$ cat config.mk
export PLATFORM = sky130hd
export DESIGN_NAME = udma_hyperbus_trans_arbiter_flat
export DESIGN_NICKNAME = d
export VERILOG_FILES = /design/src/rtl/udma_hyperbus_trans_arbiter_pkg.sv /design/src/rtl/udma_hyperbus_trans_arbiter_if.sv /design/src/rtl/udma_hyperbus_trans_arbiter_rr_pick.sv /design/src/rtl/udma_hyperbus_trans_arbiter.sv /design/src/flat_wrapper.sv
export SDC_FILE = /design/constraint.sdc
export NUM_CORES = 1
export LEC_CHECK = 0
export ABC_AREA = 1
export CAP_MARGIN = 25
export CORE_AREA = 4 4 193 195
export CTS_CLUSTER_SIZE = 12
export DETAILED_ROUTE_END_ITERATION = 8
export DIE_AREA = 0 0 197 199
export PLACE_DENSITY = 0.54
export SYNTH_ARGS = -nofsm -noshare
export SYNTH_HDL_FRONTEND = slang
export SYNTH_SLANG_ARGS = --single-unit
$ cat constraint.sdc
create_clock -name sys_clk_i -period 7.8 [get_ports sys_clk_i]
set_input_delay 1.56 -clock sys_clk_i [delete_from_list [all_inputs] [get_ports sys_clk_i]]
set_output_delay 1.56 -clock sys_clk_i [all_outputs]
set_load 0.02 [all_outputs]
$ cat src/rtl/udma_hyperbus_trans_arbiter_pkg.sv
// udma_hyperbus_pkg: shared FSM state type and beat size for the hyperbus transaction arbiter.
// Contents: arb_state_e (IDLE, ISSUE, XFER, EOT), BEAT_BYTES (bytes moved per data beat).
package udma_hyperbus_pkg;
   typedef enum logic [1:0] {IDLE, ISSUE, XFER, EOT} arb_state_e;
   localparam int BEAT_BYTES = 4;
endpackage

$ cat src/rtl/udma_hyperbus_trans_arbiter_if.sv
// udma_hyperbus_trans_arbiter_if: channel-side and PHY-side signal bundle of the transaction arbiter.
// Channel side: ch_req_i/ch_clr_i/ch_addr_i/ch_cs_i/ch_write_i/ch_burst_i in, ch_gnt_o/ch_eot_o out.
// PHY side: trans_valid_o + latched descriptor out, trans_ready_i and data_beat_i in.
// Status: busy_o, active_ch_o. Modport master is the arbiter, slave is its environment.
interface udma_hyperbus_trans_arbiter_if #(
   parameter int NB_CH      = 8,
   parameter int TRANS_SIZE = 16,
   parameter int NR_CS      = 2
);
   logic [NB_CH-1:0]                 ch_req_i;
   logic [NB_CH-1:0]                 ch_clr_i;
   logic [NB_CH-1:0][31:0]           ch_addr_i;
   logic [NB_CH-1:0][NR_CS-1:0]      ch_cs_i;
   logic [NB_CH-1:0]                 ch_write_i;
   logic [NB_CH-1:0][TRANS_SIZE-1:0] ch_burst_i;
   logic [NB_CH-1:0]                 ch_gnt_o;
   logic [NB_CH-1:0]                 ch_eot_o;
   logic                             trans_valid_o;
   logic                             trans_ready_i;
   logic [31:0]                      trans_address_o;
   logic [NR_CS-1:0]                 trans_cs_o;
   logic                             trans_write_o;
   logic [TRANS_SIZE-1:0]            trans_burst_o;
   logic                             data_beat_i;
   logic                             busy_o;
   logic [$clog2(NB_CH)-1:0]         active_ch_o;
   modport master (
      input  ch_req_i, ch_clr_i, ch_addr_i, ch_cs_i, ch_write_i, ch_burst_i, trans_ready_i, data_beat_i,
      output ch_gnt_o, ch_eot_o, trans_valid_o, trans_address_o, trans_cs_o, trans_write_o, trans_burst_o,
             busy_o, active_ch_o
   );
   modport slave (
      output ch_req_i, ch_clr_i, ch_addr_i, ch_cs_i, ch_write_i, ch_burst_i, trans_ready_i, data_beat_i,
      input  ch_gnt_o, ch_eot_o, trans_valid_o, trans_address_o, trans_cs_o, trans_write_o, trans_burst_o,
             busy_o, active_ch_o
   );
endinterface

$ cat src/rtl/udma_hyperbus_trans_arbiter_rr_pick.sv
// udma_hyperbus_rr_pick: combinational rotating-priority encoder.
// Ports: req (request vector), ptr (last served index), valid (any request), index (first requester after ptr).
module udma_hyperbus_rr_pick #(
   parameter int NB_CH = 8
) (
   input  logic [NB_CH-1:0]         req,
   input  logic [$clog2(NB_CH)-1:0] ptr,
   output logic                     valid,
   output logic [$clog2(NB_CH)-1:0] index
);
   logic [$clog2(NB_CH)-1:0] j;
   // Scan from the farthest offset down to ptr+1 so the nearest requester is the last one written.
   always_comb begin
      valid = 1'b0;
      index = '0;
      j     = '0;
      for (int i = NB_CH; i >= 1; i--) begin
         j = $clog2(NB_CH)'((int'(ptr) + i) % NB_CH);
         if (req[j]) begin
            valid = 1'b1;
            index = j;
         end
      end
   end
endmodule

$ cat src/rtl/udma_hyperbus_trans_arbiter.sv
// udma_hyperbus_trans_arbiter: round-robin scheduler sharing one hyperbus PHY transaction port among NB_CH channels.
// Ports: sys_clk_i (clock), rst_ni (async active-low reset),
//        bus (master modport: channel descriptors/requests in, PHY descriptor handshake out, gnt/eot pulses, status).
module udma_hyperbus_trans_arbiter
   import udma_hyperbus_pkg::*;
#(
   parameter int NB_CH      = 8,
   parameter int TRANS_SIZE = 16,
   parameter int NR_CS      = 2
) (
   input logic                          sys_clk_i,
   input logic                          rst_ni,
   udma_hyperbus_trans_arbiter_if.master bus
);
   localparam int IW = $clog2(NB_CH);
   localparam int CW = TRANS_SIZE + 1;
   arb_state_e            state_q, state_d;
   logic [IW-1:0]         ptr_q, id_q, pick_idx;
   logic                  pick_valid, zero_q, fire;
   logic [31:0]           addr_q;
   logic [NR_CS-1:0]      cs_q;
   logic                  write_q;
   logic [TRANS_SIZE-1:0] burst_q;
   logic [CW-1:0]         beats_q, beats_init;

   udma_hyperbus_rr_pick #(.NB_CH(NB_CH)) u_pick (
      .req   (bus.ch_req_i),
      .ptr   (ptr_q),
      .valid (pick_valid),
      .index (pick_idx)
   );

   // One extra bit so a full-range byte count rounds up to whole words without wrapping.
   assign beats_init = (CW'(burst_q) + CW'(BEAT_BYTES - 1)) >> $clog2(BEAT_BYTES);

   // A zero-length descriptor skips the PHY and is granted in EOT together with its eot.
   assign fire                = (state_q == ISSUE && bus.trans_ready_i) || (state_q == EOT && zero_q);
   assign bus.ch_gnt_o        = NB_CH'(fire) << id_q;
   assign bus.ch_eot_o        = NB_CH'(state_q == EOT) << id_q;
   assign bus.trans_valid_o   = state_q == ISSUE;
   assign bus.trans_address_o = addr_q;
   assign bus.trans_cs_o      = cs_q;
   assign bus.trans_write_o   = write_q;
   assign bus.trans_burst_o   = burst_q;
   assign bus.busy_o          = state_q != IDLE;
   assign bus.active_ch_o     = id_q;

   always_ff @(posedge sys_clk_i or negedge rst_ni)
      if (!rst_ni) state_q <= IDLE;
      else         state_q <= state_d;

   // Ready beats a same-cycle cancel; once the PHY has the descriptor the transfer cannot be aborted.
   always_comb begin
      state_d = state_q;
      case (state_q)
         IDLE:    state_d = !pick_valid ? IDLE : (bus.ch_burst_i[pick_idx] == '0 ? EOT : ISSUE);
         ISSUE:   state_d = bus.trans_ready_i ? XFER : (bus.ch_clr_i[id_q] ? IDLE : ISSUE);
         XFER:    state_d = (bus.data_beat_i && beats_q == CW'(1)) ? EOT : XFER;
         default: state_d = IDLE;
      endcase
   end

   always_ff @(posedge sys_clk_i or negedge rst_ni)
      if (!rst_ni) begin
         ptr_q   <= IW'(NB_CH - 1);
         id_q    <= '0;
         zero_q  <= 1'b0;
         addr_q  <= '0;
         cs_q    <= '0;
         write_q <= 1'b0;
         burst_q <= '0;
         beats_q <= '0;
      end else begin
         if (state_q == IDLE && pick_valid) begin
            id_q    <= pick_idx;
            addr_q  <= bus.ch_addr_i[pick_idx];
            cs_q    <= bus.ch_cs_i[pick_idx];
            write_q <= bus.ch_write_i[pick_idx];
            burst_q <= bus.ch_burst_i[pick_idx];
            zero_q  <= bus.ch_burst_i[pick_idx] == '0;
         end
         if (state_q == ISSUE) beats_q <= beats_init;
         else if (state_q == XFER && bus.data_beat_i) beats_q <= beats_q - CW'(1);
         if (state_q == EOT) ptr_q <= id_q;
      end
endmodule

$ cat src/flat_wrapper.sv
// flat-port wrapper written by rule: the top's interface ports become plain ports
module udma_hyperbus_trans_arbiter_flat import udma_hyperbus_pkg::*;
#(
   parameter int NB_CH      = 8,
   parameter int TRANS_SIZE = 16,
   parameter int NR_CS      = 2
)
  (sys_clk_i, rst_ni, bus_ch_req_i, bus_ch_clr_i, bus_ch_addr_i, bus_ch_cs_i, bus_ch_write_i, bus_ch_burst_i, bus_trans_ready_i, bus_data_beat_i, bus_ch_gnt_o, bus_ch_eot_o, bus_trans_valid_o, bus_trans_address_o, bus_trans_cs_o, bus_trans_write_o, bus_trans_burst_o, bus_busy_o, bus_active_ch_o);
  udma_hyperbus_trans_arbiter_if #(.NB_CH(NB_CH), .TRANS_SIZE(TRANS_SIZE), .NR_CS(NR_CS)) bus_i ();
  input logic sys_clk_i;
  input logic rst_ni;
  input wire logic [$bits(bus_i.ch_req_i)-1:0] bus_ch_req_i;
  input wire logic [$bits(bus_i.ch_clr_i)-1:0] bus_ch_clr_i;
  input wire logic [$bits(bus_i.ch_addr_i)-1:0] bus_ch_addr_i;
  input wire logic [$bits(bus_i.ch_cs_i)-1:0] bus_ch_cs_i;
  input wire logic [$bits(bus_i.ch_write_i)-1:0] bus_ch_write_i;
  input wire logic [$bits(bus_i.ch_burst_i)-1:0] bus_ch_burst_i;
  input wire logic [$bits(bus_i.trans_ready_i)-1:0] bus_trans_ready_i;
  input wire logic [$bits(bus_i.data_beat_i)-1:0] bus_data_beat_i;
  output wire logic [$bits(bus_i.ch_gnt_o)-1:0] bus_ch_gnt_o;
  output wire logic [$bits(bus_i.ch_eot_o)-1:0] bus_ch_eot_o;
  output wire logic [$bits(bus_i.trans_valid_o)-1:0] bus_trans_valid_o;
  output wire logic [$bits(bus_i.trans_address_o)-1:0] bus_trans_address_o;
  output wire logic [$bits(bus_i.trans_cs_o)-1:0] bus_trans_cs_o;
  output wire logic [$bits(bus_i.trans_write_o)-1:0] bus_trans_write_o;
  output wire logic [$bits(bus_i.trans_burst_o)-1:0] bus_trans_burst_o;
  output wire logic [$bits(bus_i.busy_o)-1:0] bus_busy_o;
  output wire logic [$bits(bus_i.active_ch_o)-1:0] bus_active_ch_o;
  assign bus_i.ch_req_i = bus_ch_req_i;
  assign bus_i.ch_clr_i = bus_ch_clr_i;
  assign bus_i.ch_addr_i = bus_ch_addr_i;
  assign bus_i.ch_cs_i = bus_ch_cs_i;
  assign bus_i.ch_write_i = bus_ch_write_i;
  assign bus_i.ch_burst_i = bus_ch_burst_i;
  assign bus_i.trans_ready_i = bus_trans_ready_i;
  assign bus_i.data_beat_i = bus_data_beat_i;
  assign bus_ch_gnt_o = bus_i.ch_gnt_o;
  assign bus_ch_eot_o = bus_i.ch_eot_o;
  assign bus_trans_valid_o = bus_i.trans_valid_o;
  assign bus_trans_address_o = bus_i.trans_address_o;
  assign bus_trans_cs_o = bus_i.trans_cs_o;
  assign bus_trans_write_o = bus_i.trans_write_o;
  assign bus_trans_burst_o = bus_i.trans_burst_o;
  assign bus_busy_o = bus_i.busy_o;
  assign bus_active_ch_o = bus_i.active_ch_o;
  udma_hyperbus_trans_arbiter #(.NB_CH(NB_CH), .TRANS_SIZE(TRANS_SIZE), .NR_CS(NR_CS)) u_core (.sys_clk_i(sys_clk_i), .rst_ni(rst_ni), .bus(bus_i));
endmodule
==> run_results.csv <==
group,metric,value,unit
clocking,cts_resized,0,
floorplanning,core-area,35400,µm²
route,dr.first_iter.drc_count,940,
clocking,htree_levels,3,
clocking,clk_latency,0.35,ns
setup_path,r2r-start,"u_core.ptr_q[0]",
cells_and_area,regArea,1930,µm²
sta,finalSetupTns,0,ns
place,gp_congestion,0.937,
run_status,outcome,"complete, no violations",
place,io_buffers,499,
cells_and_area,fillCellCount,3890,
min_path,whs_path_depth,2,
cells_and_area,nets,2242,
place,dpl_worst_slack,2.12,ns
logic_synthesis,synth-simple-area-share,53.2,%
sta,worst_pin_slew,1.05,ns
setup_path,worstPathRequired,8.06,ns
logic_synthesis,synth-seq-cells,77,
clocking,cts-hold-fix-buffers,0,
place,dp.final_hpwl,36.1,mm
sta,fin_crit,5.31,ns
logic_synthesis,synthesis.nets,1835,
global_routing,grt_pass1_vias,11300,
cells_and_area,final_cell_mix,"507 x nand3_1, 498 x clkdlybuf4s50_1, 343 x nand2_1",
logic_synthesis,synth_top_family_by_area,"simple AND/OR/NAND/NOR gates",
logic_synthesis,synth_adder_area_share,0.612,%
clocking,cts_tree,"done",
floorplanning,rows,69,
clocking,cts_made_buffers,9,
setup_path,crit_path_start_kind,"input port",
setup_path,criticalPathCategory,"input port to register",
floorplanning,ios,500,
floorplanning,start_util,23.1,%
global_routing,grt_max_degree,140,
run,drv_cap,0,
sta,hold_viol_final,0,
power,ir_worst_vdd,0.0000930,V
clocking,clockBufferDepth,2,
global_routing,grt_overflow,0,
logic_synthesis,synth.avg_cell_area,5.83,µm²
sta,rsz0062_at_grt,"false",
power,leakagePower,5.76,nW
route,wire_per_inst,20.7,µm
logic_synthesis,synth.distinct_cells,36,
route,drt_wl_total,47.4,mm
cells_and_area,multi_input_area,5410,µm²
setup_path,r2r_cells,15,
sta,max-slew-margin-rel,29.8,%
floorplanning,die-area,39200,µm²
power,power_density,107,nW/µm²
clocking,cts_setup_buffers,0,
sta,max_freq,188,MHz
clocking,cts.clk_slew.worst_paths,0.06,ns
route,ant_nets,0,
setup_path,cp-end-kind,"register",
setup_path,cp.arrival,5.57,ns
route,first_pass_iters,5,
cells_and_area,mostFrequentLayoutCell,"nand3_1",
setup_path,crit_start,"bus_ch_req_i[6]",
floorplanning,die_w,197,µm
logic_synthesis,ys_seq_area_share,23.6,%
clocking,cts.sinks,77,
global_routing,grtUsageTotal,22.7,%
setup_path,worst-path-max-fanout,139,
logic_synthesis,ys.flop_type,"dfrtp_1",
cells_and_area,synthToLayoutAreaGrowth,66.9,%
logic_synthesis,synth_cells,1403,
min_path,min_from,"u_core.zero_q",
floorplanning,die_y,199,µm
min_path,min_path_type,"register to register",
cells_and_area,drive_above_1_share,2.81,%
sta,setup_viol_count_final,0,
global_routing,antenna_found_initial,13,
logic_synthesis,synth_compound_area_share,10.3,%
sta,fin_worst_skew,0.0116,ns
clocking,ctsRootBufferMaster,"clkbuf_16",
logic_synthesis,yosysWarningCount,0,
route,vias,11400,
sta,finalCritPeriodShare,68.1,%
global_routing,grt_pass1_wl,68.8,mm
logic_synthesis,netlist_area,8180,µm²
route,viasPerCell,4.99,
logic_synthesis,synth_edf_count,0,
logic_synthesis,synthMuxAreaShare,0,%
route,drc,0,
logic_synthesis,synth_xor_area_share,1.18,%
sta,fin_ws,2.49,ns
logic_synthesis,synthArstFlopShare,100,%
sta,slew_viol_final,0,
## path summary, 6_finish.rpt
kind                                                  to  slack (ns)
setup / recovery           u_core.bus.trans_address_o[0]        2.49
hold / removal                             u_core.zero_q        0.49
setup reg to reg           u_core.bus.trans_address_o[0]        2.76
hold reg to reg                            u_core.zero_q        0.49
max in group asynchronous  u_core.bus.trans_address_o[3]        5.94
min in group asynchronous      u_core.bus.active_ch_o[2]        1.01
## final cells by class
cell class / count / area share, %
diodes: 10 / 0.183
clock buffers: 11 / 1.85
clock inverters: 5 / 0.421
inverters: 80 / 2.20
multi-input cells: 1130 / 39.6
flip-flops and latches: 77 / 14.1
well taps: 461 / 4.22
repair buffers: 512 / 37.4
## cells in the mapped netlist (2+ instances only)
cell type / number / share of area [%]
buf_4: 5 / 0.46
clkinv_1: 3 / 0.14
inv_1: 73 / 3.3
buf_1: 11 / 0.50
nand2_2: 5 / 0.38
ha_1: 4 / 0.61
dfrtp_1: 74 / 23
a221oi_1: 2 / 0.21
clkbuf_1: 21 / 0.96
a21oi_1: 16 / 0.98
nand3_1: 507 / 31
or2_2: 3 / 0.23
dfstp_2: 3 / 0.96
o21ai_0: 48 / 2.9
a31oi_1: 42 / 3.2
inv_2: 4 / 0.18
o211ai_1: 22 / 2.0
nor4_1: 4 / 0.31
xor2_1: 8 / 0.86
nor2_1: 102 / 4.7
nor3_1: 4 / 0.24
nand2_1: 345 / 16
buf_2: 69 / 4.2
xnor2_1: 3 / 0.32
buf_6: 10 / 1.4
nand4_1: 5 / 0.38
## kinds of logic after synthesis
family | Yosys count
buf+inv | 196
xor+xnor | 11
compound gates | 139
flops | 77
fa+ha+maj | 4
simple gates | 976
## report_power, final
| part | switching [mW] | internal [mW] | total, mW |
|---|---|---|---|
| registers | 0.0207 | 0.421 | 0.442 |
| clock network | 0.191 | 0.267 | 0.457 |
| logic | 0.264 | 0.296 | 0.560 |
| total | 0.475 | 0.984 | 1.46 |
## state kept, by name, indices dropped and copies added, names as in the netlist, 2 cells and up
| name | cells |
|---|---|
| u_core.bus.active_ch_o | 3 |
| u_core.beats_q | 17 |
| u_core.ptr_q | 3 |
| u_core.bus.trans_address_o | 32 |
| u_core.state_q | 2 |
| u_core.bus.trans_burst_o | 16 |
| u_core.bus.trans_cs_o | 2 |
## routing by layer
| layer | share of wire (%) | vias to the layer above | GRT usage [%] |
|---|---|---|---|
| li1 | - | 5615 | - |
| met1 | 39 | 5307 | 27.5 |
| met2 | 51 | 413 | 39.5 |
| met3 | 7.7 | 56 | 5.69 |
| met4 | 2.4 | 6 | 7.01 |
| met5 | 0.074 | - | 0 |
## through the flow
step	hold WS (ns)	area (µm²)	std cells	total power, mW	util [%]
final	0.486	13700	2286	1.46	38.6
after global routing	0.542	13700	2286	1.54	38.6
after CTS	0.490	13600	2276	1.48	38.5
after detailed placement	0.475	13300	2260	1.01	37.6
after global placement	0.469	13300	2259	1.00	37.6
after floorplan	0.450	8180	1403	0.706	-
## worst max-delay path, stage by stage
cell	delay [ns]
clkdlybuf4s50_1	0.50
nand2_1	0.09
nand3_1	0.14
nand3_1	0.17
nand2_1	0.22
inv_1	0.11
nand2_1	0.17
nand2_8	0.34
nand2_8	0.69
buf_4	0.83
nand2_1	0.16
nand3_1	0.12
nand3_1	0.14
a31oi_1	0.20
No activity file was read; power rests on OpenSTA's default activity.
